**src/rtl/ahb_lsu_master.sv**
```systemverilog
// AHB-Lite single-transfer master bridging the core load/store unit onto the bus.
// One request outstanding at a time: accept, NONSEQ address phase, data phase, response pulse.
module ahb_lsu_master #(
  parameter bit ALIGN_RDATA = 1'b1
) (
  input  logic        HCLK,
  input  logic        HRESET,
  input  logic        req_valid,
  output logic        req_ready,
  input  logic        req_we,
  input  logic [31:0] req_addr,
  input  logic [2:0]  req_size,
  input  logic [31:0] req_wdata,
  output logic        resp_valid,
  output logic [31:0] resp_rdata,
  output logic        resp_err,
  output logic [31:0] HADDR,
  output logic [1:0]  HTRANS,
  output logic        HWRITE,
  output logic [2:0]  HSIZE,
  output logic [2:0]  HBURST,
  output logic [31:0] HWDATA,
  input  logic        HREADY,
  input  logic [31:0] HRDATA,
  input  logic [1:0]  HRESP
);

  typedef enum logic [1:0] {S_IDLE, S_ADDR, S_DATA} state_t;

  state_t      state;
  state_t      state_nxt;
  logic [31:0] wdata_q;
  logic        misaligned;
  logic        unused_hresp;

  assign unused_hresp = HRESP[1];

  // Shift the addressed lane down and zero-extend; sign extension is left to the core.
  function automatic logic [31:0] align_rdata(input logic [31:0] d,
                                              input logic [1:0]  off,
                                              input logic [2:0]  sz);
    logic [31:0] shifted;
    shifted = d >> {off, 3'b000};
    if (!ALIGN_RDATA) return d;
    case (sz)
      3'b000:  return {24'b0, shifted[7:0]};
      3'b001:  return {16'b0, shifted[15:0]};
      default: return d;
    endcase
  endfunction

  function automatic logic [31:0] replicate_wdata(input logic [31:0] w,
                                                  input logic [2:0]  sz);
    case (sz)
      3'b000:  return {4{w[7:0]}};
      3'b001:  return {2{w[15:0]}};
      default: return w;
    endcase
  endfunction

  always_comb begin
    misaligned = (req_size > 3'b010)
               | ((req_size == 3'b001) & req_addr[0])
               | ((req_size == 3'b010) & (|req_addr[1:0]));
  end

  always_ff @(posedge HCLK or posedge HRESET) begin
    if (HRESET) state <= S_IDLE;
    else        state <= state_nxt;
  end

  always_comb begin
    state_nxt = state;
    req_ready = 1'b0;
    HTRANS    = 2'b00;
    HBURST    = 3'b000;
    case (state)
      S_IDLE: begin
        req_ready = 1'b1;
        if (req_valid && !misaligned) state_nxt = S_ADDR;
      end
      S_ADDR: begin
        HTRANS = 2'b10;
        if (HREADY) state_nxt = S_DATA;
      end
      S_DATA: begin
        if (HREADY) state_nxt = S_IDLE;
      end
      default: state_nxt = S_IDLE;
    endcase
  end

  assign HWDATA = replicate_wdata(wdata_q, HSIZE);

  // Request capture (IDLE) and response generation (last data-phase edge).
  always_ff @(posedge HCLK or posedge HRESET) begin
    if (HRESET) begin
      HADDR      <= '0;
      HWRITE     <= 1'b0;
      HSIZE      <= '0;
      wdata_q    <= '0;
      resp_valid <= 1'b0;
      resp_err   <= 1'b0;
      resp_rdata <= '0;
    end else begin
      resp_valid <= 1'b0;
      resp_err   <= 1'b0;
      case (state)
        S_IDLE: begin
          if (req_valid) begin
            if (misaligned) begin
              resp_valid <= 1'b1;
              resp_err   <= 1'b1;
              resp_rdata <= '0;
            end else begin
              HADDR   <= req_addr;
              HWRITE  <= req_we;
              HSIZE   <= req_size;
              wdata_q <= req_wdata;
            end
          end
        end
        S_DATA: begin
          if (HREADY) begin
            resp_valid <= 1'b1;
            resp_err   <= HRESP[0];
            resp_rdata <= HWRITE ? 32'h0 : align_rdata(HRDATA, HADDR[1:0], HSIZE);
          end
        end
        default: ;
      endcase
    end
  end

endmodule

```
**config.mk**
```make
export PLATFORM = sky130hd
export DESIGN_NAME = ahb_lsu_master
export DESIGN_NICKNAME = d
export VERILOG_FILES = /design/src/rtl/ahb_lsu_master.sv
export SDC_FILE = /design/constraint.sdc
export NUM_CORES = 1
export LEC_CHECK = 0
export BUFFER_PORTS_ARGS = -buffer_cell sky130_fd_sc_hd__buf_4
export CAP_MARGIN = 20
export CORE_MARGIN = 2
export CORE_UTILIZATION = 41
export CTS_CLUSTER_SIZE = 8
export DETAILED_ROUTE_END_ITERATION = 12
export GPL_TIMING_DRIVEN = 0
export HOLD_SLACK_MARGIN = 0.06
export PLACE_DENSITY_LB_ADDON = 0.2
export SYNTH_ARGS = -nofsm -noshare
export SYNTH_HDL_FRONTEND = slang
export SYNTH_SLANG_ARGS = --single-unit
```
**constraint.sdc**
```tcl
create_clock -name HCLK -period 3.9 [get_ports HCLK]
set_clock_uncertainty 0.15 [all_clocks]
set_input_delay 0.975 -clock HCLK [delete_from_list [all_inputs] [get_ports HCLK]]
set_output_delay 0.975 -clock HCLK [all_outputs]
set_load 0.01 [all_outputs]
```
Word-level counts from Yosys, hierarchy flattened
Cells that the tools add are included.
Word-level totals
  bits in latches: 0
  flip-flop bits (word level): 104
  ROM bits: 0
  RAM bits: 0
  memories: 0
Cells by class
  eq/ne operators: 10
  shifts and indexed selects: 1
  div/mod/pow operators: 0
  multiplexer cells: 19
  reduce and logical (&&, ||, !) cells: 9
  $lt $le $gt $ge: 1
  bitwise gates (word level): 5
  add/subtract/negate cells: 0
  multipliers: 0
Operators with widths (number)
  $pmux 32 s2: 3
  $mux 32: 4
  $shr 32x5->16: 1
  $ne 2x2->1 const B: 5
  $mux 2: 4
  $eq 3x1->1 const B: 2
  $pmux 2 s3: 1
  $reduce_and 3->1: 2
  $mux 1: 5
  $pmux 1 s2: 2
  $reduce_and 4->1: 1
  $eq 3x2->1 const B: 1
  $gt 3x2->1 const B: 1
  $logic_not 3->1: 1
  $and 1x1->1: 2
  $eq 2x1->1 const B: 1
  $eq 2x2->1 const B: 1
  $logic_not 2->1: 1
  $or 1x1->1: 2
  $reduce_bool 2->1: 1
  $reduce_or 2->1: 1
  $logic_and 1x1->1: 1
  $logic_not 1->1: 1
  $not 1->1: 1

Depth between registers and ports, before layout
Gate-level depths: netlist of run 1.
  depth in word-level cells: 8
  depth in mapped cells: 7
  depth with buffers taken out: 5

Worst setup path before layout of run 1
No wires, ideal clock.
  kind: register to output
  from: reg HSIZE[0]
  to: out HWDATA[10]
  stages on the path, launching flop included: 4
  data arrival time: 1531 ps
  path buffers: 1
  path slack: 1244 ps
  path through: dfrtp_1 -> clkbuf_1 -> nor2_1 -> mux2_2
Between the ends
  cells in the longest elaborated chain, start to end: 2
  elaborated cells between the ends (all ways): 3
  classes of those cells: 1 x eq/ne; 1 x mux; 1 x reduce/logical
Ends and longest elaborated chain
  from (decl): line 20  | output logic [2:0] HSIZE,
  from (signal assigned): line 118  | HSIZE <= req_size;
  $eq 3x1->1 or $logic_not 3->1 (tied branches): line 54  | case (sz)
  $pmux 32 s2 (*): line 54
  to (decl): line 22  | output logic [31:0] HWDATA,
Every way passes the cells marked *; elsewhere a longest branch is shown, timed or not.

Worst setup path after layout of run 1
  from: reg HSIZE[0]
  to: out HWDATA[13]
The elaborated chain is that of the path after synthesis.

==> impl_metrics.tcl, run 1 <==
set metrics [dict create \
    detail_route.first_pass.iterations 4 \
    cpPeakStageDelay_ns 0.76 \
    vdd_ir_drop_max_v 0.000303 \
    syn_to_final_growth_pct 43.5 \
    place_congestion 0.859 \
    synth_area_leader_cell "dfrtp_1" \
    grt_start_max_net_pins 58 \
    worst_pin_slew_ns 0.873 \
    final_util_pct 60.0 \
    stdcell_count 761 \
    rsz0062_at_grt "no" \
    worst_slack_ns 0.350 \
    relSlewSlack_pct 41.6 \
    synthFlopType "dfrtp_1" \
    wl_per_cell_um 18.0 \
    synth-seq-cells 104 \
    powerDensity_nw_per_um2 583 \
    yosysUniqueCellTypes 36 \
    totalWireLength_um 13700 \
    crit_slowest_cell "nor2_1" \
    die_x_um 112 \
    syn_avg_cell_area_um2 12.2 \
    postRouteAntennaNets 0 \
    setup_viol 0 \
    rows 39 \
    synth_top_area_share_pct 54.7 \
    cts_tree "built" \
    io_buffers 208 \
    cts_buffer_depth 2 \
    vias 3958 \
    grt_pass1_vias 4212 \
    post-route-min-period_ns 3.55 \
    drt_iter0_drc 137 \
    drv_slew 0 \
    postCtsSetupBuffers 0 \
    critPathBufInv 2 \
    ctsHtreeMaxLevel 3 \
    finalNetCount 720 \
    die_h_um 112 \
    dieArea_um2 12500 \
    hold_buffers 0 \
    cp-end-kind "output port" \
    pre_cts_slack_ns 0.678 \
    path_max_fanout 10 \
    synthArstFlopShare_pct 100 \
    max_cap_viol_count 0 \
    critical_path_class "reg -> out" \
    fp.coreArea_um2 11400 \
    yosys-top-cells-count "104 x dfrtp_1, 68 x mux2_2, 47 x nand2_1" \
    synth_cells 391 \
    cts.clk_slew.worst_paths_ns 0.07 \
    grt_usage_pct 22.3 \
    cts_sinks 104 \
    hp-class "reg -> reg" \
    grt-ovfl-total 0 \
    arrival_ns 2.43 \
    clock.fmax_mhz 282 \
    hpwl_um 10200 \
    drive_above_1_share_pct 52.3 \
    synth-seq-area-share_pct 54.7 \
    critPathRequiredTime_ns 2.77 \
    drc 0 \
    synth_edf_count 0 \
    diodes 0 \
    grt_pass1_wl_um 21700 \
    hold_violations 0 \
    p_total_mw 3.98 \
    grt_antenna_before_repair 0 \
    cts_root_buf "clkbuf_16" \
    fin_crit_sh_pct 91.0 \
    clkLatencyLatePin_ns 0.34 \
    status "finished, final reports clean" \
    path_cells "clkbuf_1, nor2_1, mux2_2, buf_4" \
    rrSetupSlack_ns 1.55 \
    p_leak_nw 3.44 \
    start_kind "register" \
    initial_core_util_pct 41.9 \
    postCtsResizedCells 0 \
    syn-cell-area_um2 4760 \
    yosysMostFrequentCell "dfrtp_1" \
    numCtsBuffers 9 \
    ys_top_cells_by_area "dfrtp_1 55%, mux2_2 16%, nand2_1 3.7%" \
    io_pins 214 \
    viasPerCell 5.20 \
    ys_warn_count 0 \
    dp_cells 746 \
    critical-path-top-delay-family "simple AND/OR/NAND/NOR gates" \
    setup_tns_ns 0 \
]
-- cells by family after synthesis --
group / after synthesis / synth area share, %
AOI/OAI and AO/OA: 72 / 10.7
and+or+nand+nor: 83 / 8.34
buffers and inverters: 41 / 4.65
muxes: 90 / 21.6
DFF: 104 / 54.7
other: 1 / 0.0788
-- where the power goes --
part | switching, mW | internal, mW
combinational | 0.720 | 0.848
sequential | 0.182 | 1.34
clock | 0.397 | 0.492
-- flip-flops by register name, indices dropped and copies added, names as in the netlist --
signal and flops:
HWRITE 1, resp_valid 1, HSIZE 3, HADDR 32, state 2, resp_err 1, wdata_q 32, resp_rdata 32
-- per-stage QoR --
step	area (µm²)	hold WS [ns]
finish	6830	0.356
global placement	6510	0.326
floorplan	4770	0.329
global route	6830	0.367
CTS	6830	0.359
detailed placement	6540	0.342
-- per-layer routing --
layer  vias up  wire (µm)  GRT usage [%]
li1       1822          -              -
met1      1939       5430           26.7
met2       169       6710           36.8
met3        28       1160           7.29
met4         0        384           9.63
met5         -          0              0
-- worst reg2reg max path, stage by stage, from the launching register on --
cell,delay (ns)
dfrtp_1,0.42
nor2_1,0.70
and3_1,0.27
clkbuf_1,0.39
a21boi_0,0.23
a221o_1,0.13
-- placed cells by master (no fill, tap or decap), drive strengths merged, types with 4 or more instances in the layout --
master,n
buf,230
dfrtp,104
mux2,76
nand2,47
o21ai,25
clkbuf,23
a22o,18
mux2i,14
nand2b,11
a21oi,9
nor2,7
o2bb2ai,7
and3,7
a221o,7
inv,6
conb,4
clkinv,4
-- final timing paths --
path	startpoint	endpoint	cells past startpoint
max	HSIZE[0]$_DFFE_PP0P_	HWDATA[13]	4
max reg2reg	HSIZE[1]$_DFFE_PP0P_	resp_rdata[8]$_DFFE_PP0P_	5
max in group asynchronous	HRESET	resp_rdata[30]$_DFFE_PP0P_	3
min reg2reg	HADDR[20]$_DFFE_PP0P_	HADDR[20]$_DFFE_PP0P_	1
min in group asynchronous	HRESET	HADDR[7]$_DFFE_PP0P_	2
min	HADDR[20]$_DFFE_PP0P_	HADDR[20]$_DFFE_PP0P_	1
-- final cells by class --
class                      count  area (µm²)
clock buffer                   9         225
multi-input combinational    249        1950
fill                         963        4540
timing repair buffer         209        1590
buffer                        35         199
sequential                   104        2600
inverter                       6        25.0
tap                          143         179
clock inverter                 6        61.3
(Power assumes the default switching activity.)
==> inputs of run 2 (changes only) <==
--- a/config.mk
+++ b/config.mk
@@ -5,15 +5,16 @@
 export SDC_FILE = /design/constraint.sdc
 export NUM_CORES = 1
 export LEC_CHECK = 0
-export BUFFER_PORTS_ARGS = -buffer_cell sky130_fd_sc_hd__buf_4
 export CAP_MARGIN = 20
 export CORE_MARGIN = 2
 export CORE_UTILIZATION = 41
 export CTS_CLUSTER_SIZE = 8
 export DETAILED_ROUTE_END_ITERATION = 12
+export DONT_BUFFER_PORTS = 1
 export GPL_TIMING_DRIVEN = 0
 export HOLD_SLACK_MARGIN = 0.06
 export PLACE_DENSITY_LB_ADDON = 0.2
+export SKIP_CTS_REPAIR_TIMING = 1
 export SYNTH_ARGS = -nofsm -noshare
 export SYNTH_HDL_FRONTEND = slang
 export SYNTH_SLANG_ARGS = --single-unit
==> run 2 against run 1 <==
Power decreased by 13%. Via count decreased by 22%. Worst setup slack got worse by 0.064 ns. Final cell count decreased by 27%. Sequential power increased by 7%. Sequential cell count unchanged. Wire length decreased by 10%. Global-route usage decreased by 2.4 points. Final area decreased by 23%. Clock power increased by 3.0%. Clock-buffer cell count increased by 1.
==> impl_metrics.tcl, run 2 (synthesis gave the netlist of run 1 again) <==
set metrics [dict create \
    status "finished, final reports clean" \
    finalNetCount 512 \
    io_pins 214 \
    cts_root_buf "clkbuf_16" \
    ctsHtreeMaxLevel 3 \
    cp-end-kind "output port" \
    worst_slack_ns 0.286 \
    dieArea_um2 12500 \
    cts_buffer_depth 2 \
    drive_above_1_share_pct 28.0 \
    p_leak_nw 2.42 \
    numCtsBuffers 9 \
    start_kind "register" \
    rrSetupSlack_ns 1.51 \
    min_from "wdata_q[22]$_DFFE_PP0P_" \
    io_buffers 0 \
    vdd_ir_drop_max_v 0.000282 \
    p_total_mw 3.47 \
    cts.clk_slew.worst_paths_ns 0.07 \
    cts_tree "built" \
    arrival_ns 2.49 \
    grt_usage_pct 19.9 \
    min_to "wdata_q[22]$_DFFE_PP0P_" \
    pre_cts_slack_ns 0.610 \
    hpwl_um 9050 \
    layout_common_cells "104 x dfrtp_1, 68 x mux2_2, 47 x nand2_1" \
    worst_pin_slew_ns 0.947 \
    detail_route.first_pass.iterations 4 \
    rows 39 \
    grt_start_max_net_pins 56 \
    hold_violations 0 \
    syn_to_final_growth_pct 10.8 \
    mostFrequentLayoutCell "dfrtp_1" \
    grt_antenna_before_repair 1 \
    postRouteAntennaNets 0 \
    grt-ovfl-total 0 \
    cts_sinks 104 \
    powerDensity_nw_per_um2 657 \
    rr_startpoint "HSIZE[1]$_DFFE_PP0P_" \
    timing.rr.end "resp_rdata[8]$_DFFE_PP0P_" \
    hold_slack_ns 0.361 \
    holdPathStages 1 \
    vias 3087 \
    drt_iter0_drc 217 \
    drc 0 \
    fp.coreArea_um2 11400 \
    initial_core_util_pct 41.9 \
    die_x_um 112 \
    totalWireLength_um 12300 \
    place_congestion 0.800 \
    fin_crit_sh_pct 92.7 \
    relSlewSlack_pct 36.6 \
    grt_pass1_wl_um 19000 \
    post-route-min-period_ns 3.61 \
    worst-r2r-cell-count 5 \
    hp-class "reg -> reg" \
    viasPerCell 5.58 \
    setup_viol 0 \
    path_max_fanout 10 \
    grt_pass1_vias 3435 \
    rsz0062_at_grt "no" \
    largestRegisters "HADDR: 32 flops, resp_rdata: 32 flops, wdata_q: 32 flops" \
    max_cap_viol_count 0 \
    die_h_um 112 \
    critPathRequiredTime_ns 2.77 \
    drv_slew 0 \
    wl_per_cell_um 22.2 \
    clock.fmax_mhz 277 \
    clkLatencyLatePin_ns 0.34 \
    diodes 0 \
    critical_path_class "reg -> out" \
]
run 2: stage by stage:
step           TNS, ns  std cells  cell area (µm²)  utilization, %
6_report             0        553             5270            46.4
5_1_grt              0        553             5270            46.4
4_1_cts              0        553             5270            46.4
3_5_place_dp         0        538             4980            43.8
3_3_place_gp   -110.63        537             4950            43.5
2_1_floorplan        0        394             4770               -
run 2: how the worst max path moves through the flow:
stage / start / endpoint / slack [ns] / cells past startpoint
4_1_cts: HSIZE[0]$_DFFE_PP0P_ / HWDATA[13] / 0.24 / 3
6_report: HSIZE[0]$_DFFE_PP0P_ / HWDATA[13] / 0.29 / 3
5_1_grt: HSIZE[0]$_DFFE_PP0P_ / HWDATA[14] / 0.21 / 3
2_1_floorplan: HRESET / HADDR[0]$_DFFE_PP0P_ / 0.04 / 1
3_5_place_dp: HSIZE[0]$_DFFE_PP0P_ / HWDATA[13] / 0.61 / 3
3_3_place_gp: HRESET / resp_rdata[10]$_DFFE_PP0P_ / -1.07 / 1
run 2: worst max-delay path: stages, from the launching register on:
cell and delay [ns]:
dfrtp_1 0.45, clkbuf_1 0.38, nor2_1 0.85, mux2_2 0.46
run 2: routing by layer:
metal / vias to the layer above / wire length [µm] / global-route usage (%)
li1: 1395 / - / -
met1: 1522 / 4770 / 22.6
met2: 151 / 6100 / 33.1
met3: 17 / 1210 / 8.38
met4: 2 / 206 / 8.31
met5: - / 13 / 0
run 2: area by class of cell:
type | count | area, µm²
Tap cell | 143 | 179
Sequential cell | 104 | 2600
Multi-Input combinational cell | 249 | 1950
Timing Repair Buffer | 1 | 27.5
Clock inverter | 5 | 56.3
Inverter | 6 | 25.0
Fill cell | 1042 | 6100
Clock buffer | 10 | 239
Buffer | 35 | 199
run 2: report_power, final:
part | internal, mW | leakage, nW | switching [mW]
Clock | 0.512 | 0.145 | 0.404
Combinational | 0.422 | 0.968 | 0.512
Sequential | 1.34 | 1.31 | 0.279
==> inputs of run 3 (changes only) <==
--- a/config.mk
+++ b/config.mk
@@ -5,6 +5,7 @@
 export SDC_FILE = /design/constraint.sdc
 export NUM_CORES = 1
 export LEC_CHECK = 0
+export ABC_CLOCK_PERIOD_IN_PS = 3900
 export CAP_MARGIN = 20
 export CORE_MARGIN = 2
 export CORE_UTILIZATION = 41
@@ -14,6 +15,7 @@
 export GPL_TIMING_DRIVEN = 0
 export HOLD_SLACK_MARGIN = 0.06
 export PLACE_DENSITY_LB_ADDON = 0.2
+export REMOVE_ABC_BUFFERS = 1
 export SKIP_CTS_REPAIR_TIMING = 1
 export SYNTH_ARGS = -nofsm -noshare
 export SYNTH_HDL_FRONTEND = slang
==> run 3 against run 2 <==
Non-clock buffer count shrank 33. Global-route usage down 1.7 points. Register-to-register slack better by 0.08 ns. Clock power fell by 7.2%. Largest cell class unchanged. Wire length down 7.2%.
==> impl_metrics.tcl, run 3 (synthesis gave the netlist of run 1 again) <==
set metrics [dict create \
    placed_area_um2 4840 \
    io_buffers 0 \
    grt_pass1_wl_um 17600 \
    vdd_ir_drop_max_v 0.000396 \
    critical-path-top-delay-family "simple AND/OR/NAND/NOR gates" \
    viasPerCell 5.83 \
    vias 3040 \
    grt_pass1_vias 3083 \
    path_max_fanout 22 \
    numCtsBuffers 9 \
    io_pins 214 \
    initial_core_util_pct 41.9 \
    finalNetCount 479 \
    drc 0 \
    postRouteAntennaNets 0 \
    die_h_um 112 \
    hold_slack_ns 0.358 \
    diodes 0 \
    syn_to_final_growth_pct 7.76 \
    clock.fmax_mhz 272 \
    critical_path_class "reg -> out" \
    cts_tree "built" \
    relSlewSlack_pct 36.4 \
    hpwl_um 7900 \
    hold_violations 0 \
    seq_area_um2 2600 \
    max_cap_viol_count 0 \
    clkLatencyLatePin_ns 0.34 \
    setup_viol 0 \
    status "finished, final reports clean" \
    powerDensity_nw_per_um2 653 \
    grt_usage_pct 18.2 \
    cts_sinks 104 \
    fin_crit_sh_pct 94.3 \
    start_kind "register" \
    stdcell_area_um2 5130 \
    cpPeakStageDelay_ns 0.54 \
    dieArea_um2 12500 \
    dp_cells 505 \
    place_congestion 0.730 \
    largestRegisters "HADDR: 32 flops, resp_rdata: 32 flops, wdata_q: 32 flops" \
    mostFrequentLayoutCell "dfrtp_1" \
    grt-ovfl-total 0 \
    hp-class "in -> async" \
    drive_above_1_share_pct 26.7 \
    grt_start_max_net_pins 71 \
    post-route-min-period_ns 3.68 \
    layout_common_cells "104 x dfrtp_1, 68 x mux2_2, 47 x nand2_1" \
    wl_per_cell_um 21.9 \
    arrival_ns 2.55 \
    cts.clk_slew.worst_paths_ns 0.07 \
    totalWireLength_um 11400 \
    critPathRequiredTime_ns 2.77 \
    fillers 1065 \
    rows 39 \
    fp.coreArea_um2 11400 \
    drv_slew 0 \
    grt_antenna_before_repair 0 \
    cp-end-kind "output port" \
    rsz0062_at_grt "no" \
    crit_slowest_cell "or2_1" \
    detail_route.first_pass.iterations 4 \
    final_util_pct 45.1 \
    drt_iter0_drc 178 \
    cts_buffer_depth 2 \
    worst_pin_slew_ns 0.954 \
    critPathBufInv 1 \
    path_cells "or2_1, buf_16, nor2_2, mux2_2" \
    multi_input_area_um2 1960 \
    cts_root_buf "clkbuf_16" \
    ctsHtreeMaxLevel 3 \
    die_x_um 112 \
    p_leak_nw 2.34 \
    p_total_mw 3.35 \
    stdcell_count 521 \
]
-- run 3: changes by cell type in the layout (fill, tap and decap cells not counted), moves of 2 or more --
cell | before | now
buf_4 | 12 | 0
clkinv_4 | 0 | 2
buf_16 | 1 | 3
clkbuf_1 | 14 | 0
buf_6 | 2 | 0
buf_2 | 6 | 0
-- run 3: through the flow --
| stage | worst slack (ns) | TNS, ns |
|---|---|---|
| finish | 0.223 | 0 |
| global route | 0.127 | 0 |
| CTS | -0.100 | -0.756 |
| detailed placement | 0.285 | 0 |
| global placement | -1.11 | -136.22 |
| floorplan | 0.0428 | 0 |
-- run 3: worst register-to-register path, stage by stage (launching register included) --
cell and delay [ns]:
dfrtp_1 0.47, or2_1 0.68, and2_1 0.69, a32oi_1 0.13, o21ai_0 0.12
-- run 3: report_power, final --
group          total, mW  switching (mW)  internal (mW)
sequential          1.68           0.343           1.34
clock              0.850           0.398          0.452
combinational      0.821           0.421          0.400
-- run 3: final cells by class --
cell class / instances / share of cell area (%)
Inverter: 6 / 0.488
Tap cell: 143 / 3.49
Clock inverter: 6 / 0.854
Sequential cell: 104 / 50.8
Multi-Input combinational cell: 249 / 38.1
Timing Repair Buffer: 3 / 1.61
Clock buffer: 10 / 4.66
-- run 3: per-layer routing --
| metal | vias up | part of all wire (%) | GRT usage [%] |
|---|---|---|---|
| li1 | 1338 | - | - |
| met4 | 0 | 1.6 | 7.33 |
| met2 | 155 | 47 | 28.2 |
| met1 | 1533 | 41 | 21.9 |
| met3 | 14 | 10 | 8.66 |
| met5 | - | 0 | 0 |
-- run 3: worst paths after layout --
kind / depth (start not counted) / endpoint / from / slack, ns
max: 4 / HWDATA[9] / HSIZE[2]$_DFFE_PP0P_ / 0.22
min: 1 / HADDR[4]$_DFFE_PP0P_ / HRESET / 0.36
max reg2reg: 4 / resp_rdata[15]$_DFFE_PP0P_ / HSIZE[2]$_DFFE_PP0P_ / 1.59
min reg2reg: 1 / wdata_q[31]$_DFFE_PP0P_ / wdata_q[31]$_DFFE_PP0P_ / 0.36
max in group asynchronous: 2 / resp_rdata[29]$_DFFE_PP0P_ / HRESET / 2.54
min in group HCLK: 1 / wdata_q[31]$_DFFE_PP0P_ / wdata_q[31]$_DFFE_PP0P_ / 0.36
